[config.mk]
export PLATFORM = sky130hd
export DESIGN_NAME = bin2bcd_seq
export DESIGN_NICKNAME = d
export VERILOG_FILES = /design/src/rtl/bcd_pkg.sv /design/src/rtl/bcd_digit_adj.sv /design/src/rtl/bin2bcd_seq.sv
export SDC_FILE = /design/constraint.sdc
export NUM_CORES = 1
export LEC_CHECK = 0
export CORE_MARGIN = 1.5
export CORE_UTILIZATION = 35
export CTS_CLUSTER_DIAMETER = 200
export DETAILED_ROUTE_END_ITERATION = 8
export HOLD_SLACK_MARGIN = 0.08
export PLACE_DENSITY_LB_ADDON = 0.3
export SYNTH_ARGS = -nofsm -noshare
export SYNTH_HDL_FRONTEND = slang
export SYNTH_SLANG_ARGS = --single-unit
[constraint.sdc]
create_clock -name clk -period 1.7 [get_ports clk]
set_input_delay 0.34 -clock clk [delete_from_list [all_inputs] [get_ports clk]]
set_output_delay 0.34 -clock clk [all_outputs]
set_load 0.01 [all_outputs]
[src/rtl/bcd_pkg.sv]
// Shared definitions for the sequential binary-to-BCD converter.
// Latency: n/a (types, constants and an elaboration-time helper only).
// Backpressure: n/a.
package bcd_pkg;

    // Converter FSM: waiting for a request, or shifting one operand bit per clock.
    typedef enum logic {
        IDLE  = 1'b0,
        SHIFT = 1'b1
    } state_t;

    // Double-dabble digit correction: a digit of 5 or more gets 3 added before
    // each shift, so the shift carries correctly into the next decimal digit.
    localparam logic [3:0] ADJ_THRESH = 4'd5;
    localparam logic [3:0] ADJ_ADD    = 4'd3;

    // Smallest DIGITS that holds every result for a given operand width.
    // With signed operands the largest magnitude is 2^(w-1). Otherwise it is 2^w-1.
    function automatic int unsigned min_digits(input int unsigned w, input bit sgn);
        logic [63:0] v;
        int unsigned n;
        if (sgn)
            v = 64'd1 << (w - 1);
        else if (w >= 64)
            v = '1;
        else
            v = (64'd1 << w) - 64'd1;
        n = 1;
        while (v >= 64'd10) begin
            v = v / 64'd10;
            n = n + 1;
        end
        return n;
    endfunction

endpackage

[src/rtl/bcd_digit_adj.sv]
// One BCD digit pre-shift correction: add 3 when the digit is 5 or more.
// Latency: combinational.
// Backpressure: none (pure function of its input).
module bcd_digit_adj
    import bcd_pkg::*;
(
    input  logic [3:0] i_dig,
    output logic [3:0] o_dig
);

    // Correct the digit so the following left shift carries into the next digit.
    // The sum stays in 4 bits: the carry out is never needed.
    always_comb begin
        o_dig = (i_dig >= ADJ_THRESH) ? (i_dig + ADJ_ADD) : i_dig;
    end

endmodule

[src/rtl/bin2bcd_seq.sv]
// Sequential binary-to-BCD converter (double-dabble), one operand bit per clock.
// Latency: done pulses in the cycle after edge accept+BIN_W; a new request can be accepted one edge later.
// Backpressure: start is ignored while busy; there is no queuing and bin_in is sampled only on the accept edge.
module bin2bcd_seq
    import bcd_pkg::*;
#(
    parameter int BIN_W  = 16,
    parameter int DIGITS = 5,
    parameter int SIGNED = 0
) (
    input  logic                  clk,
    input  logic                  reset,
    input  logic                  start,
    input  logic [BIN_W-1:0]      bin_in,
    output logic                  busy,
    output logic                  done,
    output logic [4*DIGITS-1:0]   bcd_out,
    output logic                  neg
);

    localparam int CNT_W = $clog2(BIN_W);
    localparam int BCD_W = 4 * DIGITS;

    state_t             r_state;
    state_t             w_state_nxt;
    logic [BIN_W-1:0]   r_shift;
    logic [BCD_W-1:0]   r_scratch;
    logic [CNT_W-1:0]   r_cnt;
    logic               r_neg_pend;
    logic               r_done;
    logic               r_neg;
    logic [BCD_W-1:0]   r_bcd;

    logic               w_accept;
    logic               w_neg_in;
    logic [BIN_W-1:0]   w_mag;
    logic [BCD_W-1:0]   w_adj;
    logic [BCD_W-1:0]   w_scratch_nxt;

    assign w_accept = (r_state == IDLE) && start;
    assign w_neg_in = (SIGNED != 0) && bin_in[BIN_W-1];
    // The most negative operand negates to itself. Read as an unsigned number,
    // that value is the correct magnitude 2^(BIN_W-1).
    assign w_mag    = w_neg_in ? (-bin_in) : bin_in;

    for (genvar g = 0; g < DIGITS; g++) begin : g_adj
        bcd_digit_adj u_adj (
            .i_dig (r_scratch[4*g +: 4]),
            .o_dig (w_adj[4*g +: 4])
        );
    end

    // The adjusted scratch shifts left by one and takes the next operand MSB.
    // The bit shifted out of the top digit is always zero when DIGITS is sized correctly.
    assign w_scratch_nxt = BCD_W'({w_adj, r_shift[BIN_W-1]});

    // FSM state register.
    always_ff @(posedge clk) begin
        if (reset) r_state <= IDLE;
        else       r_state <= w_state_nxt;
    end

    // FSM next-state logic: accept in IDLE, return to IDLE after the last shift.
    always_comb begin
        w_state_nxt = r_state;
        case (r_state)
            IDLE:    if (start)         w_state_nxt = SHIFT;
            SHIFT:   if (r_cnt == '0)   w_state_nxt = IDLE;
            default:                    w_state_nxt = IDLE;
        endcase
    end

    // FSM outputs: busy comes from the state; the result and done come from registers.
    always_comb begin
        busy    = (r_state == SHIFT);
        done    = r_done;
        bcd_out = r_bcd;
        neg     = r_neg;
    end

    // Datapath: capture on accept, adjust and shift each SHIFT cycle, publish on the final shift.
    always_ff @(posedge clk) begin
        if (reset) begin
            r_shift    <= '0;
            r_scratch  <= '0;
            r_cnt      <= '0;
            r_neg_pend <= 1'b0;
            r_done     <= 1'b0;
            r_neg      <= 1'b0;
            r_bcd      <= '0;
        end else begin
            r_done <= 1'b0;
            if (w_accept) begin
                r_shift    <= w_mag;
                r_scratch  <= '0;
                r_cnt      <= CNT_W'(BIN_W - 1);
                r_neg_pend <= w_neg_in;
            end else if (r_state == SHIFT) begin
                r_scratch <= w_scratch_nxt;
                r_shift   <= {r_shift[BIN_W-2:0], 1'b0};
                r_cnt     <= r_cnt - 1'b1;
                if (r_cnt == '0) begin
                    r_bcd  <= w_scratch_nxt;
                    r_neg  <= r_neg_pend;
                    r_done <= 1'b1;
                end
            end
        end
    end

endmodule

==> results of run 1 <==
[what timing repair did]
action,4_1_cts,5_1_grt
setup buffers,0,0
gates resized for setup,0,2
hold buffers,0,0
endpoints found under the setup margin,0,2
[through the flow]
| stage | total power, mW | instances | hold slack, ps | cell area (um2) |
|---|---|---|---|---|
| finish | 3.25 | 491 | 444 | 3600 |
| global route | 3.40 | 491 | 459 | 3600 |
| CTS | 3.29 | 491 | 448 | 3600 |
| detailed placement | 1.97 | 475 | 438 | 3400 |
| global placement | 1.97 | 475 | 434 | 3400 |
| floorplan | 1.85 | 344 | 453 | 2890 |
[layout make-up]
class / instances / area share [%]
multi-input cells: 246 / 40.9
flip-flops and latches: 62 / 34.5
repair buffers: 50 / 13.9
clock buffers: 12 / 4.31
well taps: 102 / 3.55
inverters: 15 / 1.56
clock inverters: 4 / 1.25
[cells in the mapped netlist (4+ instances only)]
library cell	count	area, um2
a211oi_1	8	60.1
nor3_1	11	55.1
dfxtp_1	62	1240
a21oi_2	4	35.0
nand2_1	38	143
a31oi_1	4	25.0
o22ai_1	5	31.3
ha_1	11	138
buf_2	9	45.0
clkbuf_1	4	15.0
o21ai_1	20	100
a21oi_1	35	175
mux2i_1	17	170
nor2b_1	4	25.0
nand3_1	5	25.0
nor3b_1	4	30.0
xnor2_1	7	61.3
inv_1	14	52.6
nand2b_1	6	37.5
nor2_1	39	146
mux2_2	5	56.3
buf_4	5	37.5
o21ai_0	11	55.1
[registers in the layout (all words and copies together) (netlist names)]
signal	count
r_scratch	20
r_cnt	4
busy	1
bcd_out	20
done	1
r_shift	16
[power breakdown]
group	total [mW]	internal (mW)	leakage (nW)	switching [mW]
registers	1.55	1.51	0.505	0.0400
clock network	1.31	0.750	0.106	0.562
logic	0.396	0.182	0.682	0.213
total	3.25	2.44	1.29	0.815
[layer usage]
metal,global-route usage [%],wire length (um),up-vias
met5,0,0,-
met4,5.72,93,0
met3,5.18,292,10
met2,24.0,2740,56
met1,16.7,2800,1081
li1,-,-,1251
[worst min-delay path: cells and delay by family, from the launching register on]
| kind | cells | cell delay [ps] |
|---|---|---|
| compound gates | 1 | 50 |
| flops | 1 | 310 |
| simple gates | 1 | 50 |
[final timing paths]
path	slack [ps]	depth (start not counted)	start	end
setup / recovery	100	6	r_scratch[1]	bcd_out[2]
hold / removal	440	2	bcd_out[18]	bcd_out[18]
setup reg to reg	100	6	r_scratch[1]	bcd_out[2]
hold reg to reg	440	2	bcd_out[18]	bcd_out[18]
[cells by family (layout without fill, tap and decap cells)]
logic type / count (synthesis) / in the layout
adders and majority gates: 11 / 11
xor gates and xnor gates: 7 / 7
and+or+nand+nor: 111 / 111
DFF: 62 / 62
buffers and inverters: 36 / 81
other: 1 / 1
AOI/OAI and AO/OA: 94 / 94
muxes: 22 / 22
==> run metrics, run 1 <==
site row count=32; Async SR Flop Fraction=0%; initial antenna violation count=0; Worst-path clk slew=70 ps; maximum capacitance violations=0; Max Slew Vio Count=0; Final ANT Viol Nets=0; first-pass GRT wire length=9.87 mm; setup violators final=0; largest family of logic cells by synthesized area=compound AO/OA/AOI/OAI gates; synthesized area=2890 um2; htree depth=3; crit share post-route=94.3%; commonest non-fill, non-tap cell in the layout=dfxtp_1; core area=7850 um2; DR WL/cell=12.1 um; register area share after synthesis=43.0%; Post-Route WL=5.93 mm; multiplexer share of the synthesized area=7.85%; crit end category=register; Slowest-stage cell, CP=dfxtp_1; Initial Util=36.8%; sum of negative setup slack=0 ps; Port Buf Inserts=40; Simple-Gate Fraction of Synth Area=17.3%; fin nets=414; Sequential Area=1240 um2; Synth cell types=36; final hold vios=0; I/O Pins=42; filler cell count=805; DIE AREA=8800 um2; Syn Nets=374; Routability Congestion=0.778; PwrDens=904 nW/um2; # DRC=0; Synth Area in XOR/XNOR=2.12%; slowest stage delay, CP=400 ps; CTS tree=built; RSZ-0062 raised after global routing=false; Main synth FF type=dfxtp_1; Fmax achieved=624 MHz; CP Data Required Time=1980 ps; CTS Sinks=62; die width=93.8 um; Post-Syn Instances=344; Post-Synth Adder-Cell Area=4.77%; Root Buffer Master=clkbuf_8; Avg Vias per Cell=4.88; min Tclk post-route=1600 ps; setup slack after layout=96.5 ps; area grow syn2layout=24.8%; Num CTS Buffers=9; Clock Tree Buf Depth=2; synthesized flop and latch total=62; status=completed; DR iter-0 viols=105; die height=93.8 um; critical setup path kind=reg -> reg; Ant. Diodes=0; CP top delay family=flip-flops; peak supply drop=0.503 mV; skew final=6.91 ps; mean post-synth cell area=8.39 um2; Synthesis Warnings=0; final core occ=45.9%; grt ovf=0; post-synthesis compound-gate area fraction=18.8%; vias after detailed routing=2398; layout cells sized above 1=11.1%; CP Launch Type=register; most frequent cells in the layout=dfxtp_1 (60), clkdlybuf4s50_1 (40), nor2_1 (39); clk_lat worst skew=340 ps; cells along the critical path=inv_1, ha_1, nand2b_1, a21oi_2, mux2_2, o21ai_1; crit path buf inv count=1; largest net degree at the start of global routing=41; post-DP HPWL=4.20 mm; number of global-route vias before repair=2210; dpl ws=34.0 ps; Post-synth EDFFs=0; Leakage=1.29 nW; Min-Delay Path Class=reg -> reg; Worst EP arrival=1880 ps; GR Util All Layers=14.4%; drt first pass iters=4; crit-path max FO=4; multi-input gate area in the final layout=1470 um2
No activity file was read; power rests on OpenSTA's default activity.
==> run 2: changes to the inputs <==
--- a/config.mk
+++ b/config.mk
@@ -11,6 +11,7 @@
 export DETAILED_ROUTE_END_ITERATION = 8
 export HOLD_SLACK_MARGIN = 0.08
 export PLACE_DENSITY_LB_ADDON = 0.3
+export SETUP_SLACK_MARGIN = 0.2
 export SYNTH_ARGS = -nofsm -noshare
 export SYNTH_HDL_FRONTEND = slang
 export SYNTH_SLANG_ARGS = --single-unit
==> run 2 against run 1 <==
Clock-buffer cell count unchanged; total power increased by 1.2%; clock power about the same; global-route usage increased by 0.19 points; cell count increased by 1.6%; hold slack got worse by 1.7 ps; sequential share of layout area decreased by 1.2 points; core utilization increased by 2.3 points; combinational power increased by 11%; clock skew about the same; design area increased by 5.0%; critical path type unchanged; largest cell class unchanged.
==> run metrics, run 2 (same netlist as run 1, synthesis figures left out) <==
I/O Pins=42 (unchanged); Root Buffer Master=clkbuf_8 (unchanged); Worst EP arrival=1770 ps (was 1880 ps); htree depth=3 (unchanged); Fmax achieved=665 MHz (was 624 MHz); initial antenna violation count=0 (unchanged); final hold vios=0 (unchanged); CP top delay family=flip-flops (unchanged); crit share post-route=88.4% (was 94.3%); peak supply drop=0.505 mV (was 0.503 mV); Routability Congestion=0.778 (unchanged); skew final=6.43 ps (was 6.91 ps); CTS tree=built (unchanged); Hold Path Sink=bcd_out[15] (was bcd_out[18]); Slowest-stage cell, CP=dfxtp_4 (was dfxtp_1); Final ANT Viol Nets=0 (unchanged); CP Data Required Time=1970 ps (was 1980 ps); first-pass GRT wire length=9.99 mm (was 9.87 mm); site row count=32 (unchanged); # DRC=0 (unchanged); WHS Path Cells=2 (unchanged); Max Slew Vio Count=0 (unchanged); commonest non-fill, non-tap cell in the layout=dfxtp_1 (unchanged); die width=93.8 um (unchanged); Post-Route WL=6.35 mm (was 5.93 mm); cells along the critical path=inv_1, ha_2, nand2b_1, a21oi_2, mux2_4, o21ai_1 (was inv_1, ha_1, nand2b_1, a21oi_2, mux2_2, o21ai_1); grt ovf=0 (unchanged); clk_lat worst skew=330 ps (was 340 ps); slowest stage delay, CP=350 ps (was 400 ps); layout cells sized above 1=18.4% (was 11.1%); post-DP HPWL=4.20 mm (unchanged); die height=93.8 um (unchanged); largest net degree at the start of global routing=41 (unchanged); hold wc startpoint=bcd_out[15] (was bcd_out[18]); crit path buf inv count=1 (unchanged); Min-Delay Path Class=reg -> reg (unchanged); PwrDens=871 nW/um2 (was 904 nW/um2); GR Util All Layers=14.6% (was 14.4%); area grow syn2layout=31.0% (was 24.8%); Leakage=1.49 nW (was 1.29 nW); drt first pass iters=4 (unchanged); CP Launch Type=register (unchanged); crit-path max FO=3 (was 4); setup violators final=0 (unchanged); min Tclk post-route=1500 ps (was 1600 ps); DR iter-0 viols=97 (was 105); Reg2Reg Capture Point=bcd_out[10] (was bcd_out[2]); Worst-path clk slew=70 ps (about the same); sum of negative setup slack=0 ps (unchanged); crit end category=register (unchanged); CTS Sinks=62 (unchanged); Clock Tree Buf Depth=2 (unchanged); maximum capacitance violations=0 (unchanged); DR WL/cell=12.7 um (was 12.1 um); Worst R2R Path Depth=6 (unchanged); number of global-route vias before repair=2234 (was 2210); total power=3.29 mW (was 3.25 mW); fin nets=422 (was 414); vias after detailed routing=2440 (was 2398); Initial Util=36.8% (unchanged); RSZ-0062 raised after global routing=true (was false); status=completed (unchanged); Num CTS Buffers=9 (unchanged); most frequent cells in the layout=dfxtp_1 (54), nor2_1 (39), nand2_1 (38) (was dfxtp_1 (60), clkdlybuf4s50_1 (40), nor2_1 (39)); r2r startpoint=r_scratch[9] (was r_scratch[1]); filler cell count=791 (was 805); critical setup path kind=reg -> reg (unchanged); Port Buf Inserts=40 (unchanged); core area=7850 um2 (unchanged); DIE AREA=8800 um2 (unchanged); FF-to-FF setup slack=200 ps (was 100 ps); Avg Vias per Cell=4.89 (was 4.88); Ant. Diodes=0 (unchanged)
## run 2: cell types whose count changed in the layout (fill, tap and decap cells not counted), moves of 5 or more
cell,before,now
clkdlybuf4s50_1,40,18
dlygate4sd2_1,0,22
buf_4,8,15
dfxtp_1,60,54
ha_1,10,4
ha_4,0,5
inv_1,14,9
inv_2,1,6
## run 2: how the worst max path moves through the flow
stage / start / to / slack, ps / depth (start not counted)
2_1_floorplan: r_scratch[17] / bcd_out[18] / 250 / 6
3_3_place_gp: start / r_shift[8] / 70 / 6
3_5_place_dp: start / r_shift[5] / 30 / 6
4_1_cts: r_scratch[8] / bcd_out[10] / 130 / 6
5_1_grt: r_scratch[9] / bcd_out[10] / 120 / 6
6_report: r_scratch[9] / bcd_out[10] / 200 / 6
## run 2: metrics by stage
| stage | utilization (%) | cell area (um2) | cells | setup slack, ps | hold slack (ps) |
|---|---|---|---|---|---|
| 6_report | 48.2 | 3780 | 499 | 197 | 442 |
| 5_1_grt | 48.2 | 3780 | 499 | 120 | 456 |
| 4_1_cts | 46.0 | 3610 | 495 | 135 | 445 |
| 3_5_place_dp | 43.3 | 3400 | 475 | 34.0 | 438 |
| 3_3_place_gp | 43.3 | 3400 | 475 | 70.6 | 434 |
| 2_1_floorplan | - | 2890 | 344 | 254 | 453 |
## run 2: repair_timing
| item | CTS | global route |
|---|---|---|
| resized for setup | 28 | 35 |
| endpoints found under the setup margin | 27 | 26 |
| gates cloned | 0 | 1 |
| hold endpoints to repair | 0 | 0 |
| setup buffers | 4 | 3 |
| pin swaps | 4 | 4 |
| hold buffers | 0 | 0 |
## run 2: layout make-up
class / instances / area [um2] / share of cell area (%)
clock inverters: 4 / 45.0 / 1.19
flip-flops and latches: 62 / 1260 / 33.3
clock buffers: 12 / 155 / 4.11
multi-input cells: 246 / 1600 / 42.3
repair buffers: 58 / 537 / 14.2
well taps: 102 / 128 / 3.38
inverters: 15 / 56.3 / 1.49
## run 2: per-layer routing
layer	share of wire, %	GRT usage [%]
met2	47	24.6
met3	4.8	5.18
met4	1.2	5.72
met1	47	16.7
met5	0	0
## run 2: power breakdown
| part | internal, mW | total, mW | switching (mW) |
|---|---|---|---|
| clock | 0.750 | 1.31 | 0.558 |
| combinational | 0.208 | 0.440 | 0.231 |
| sequential | 1.50 | 1.54 | 0.0414 |
| total | 2.46 | 3.29 | 0.830 |
## run 2: worst min-delay path, stage by stage (launching register included)
cell     delay, ps
dfxtp_1        310
nand2_1         50
o21ai_1         50
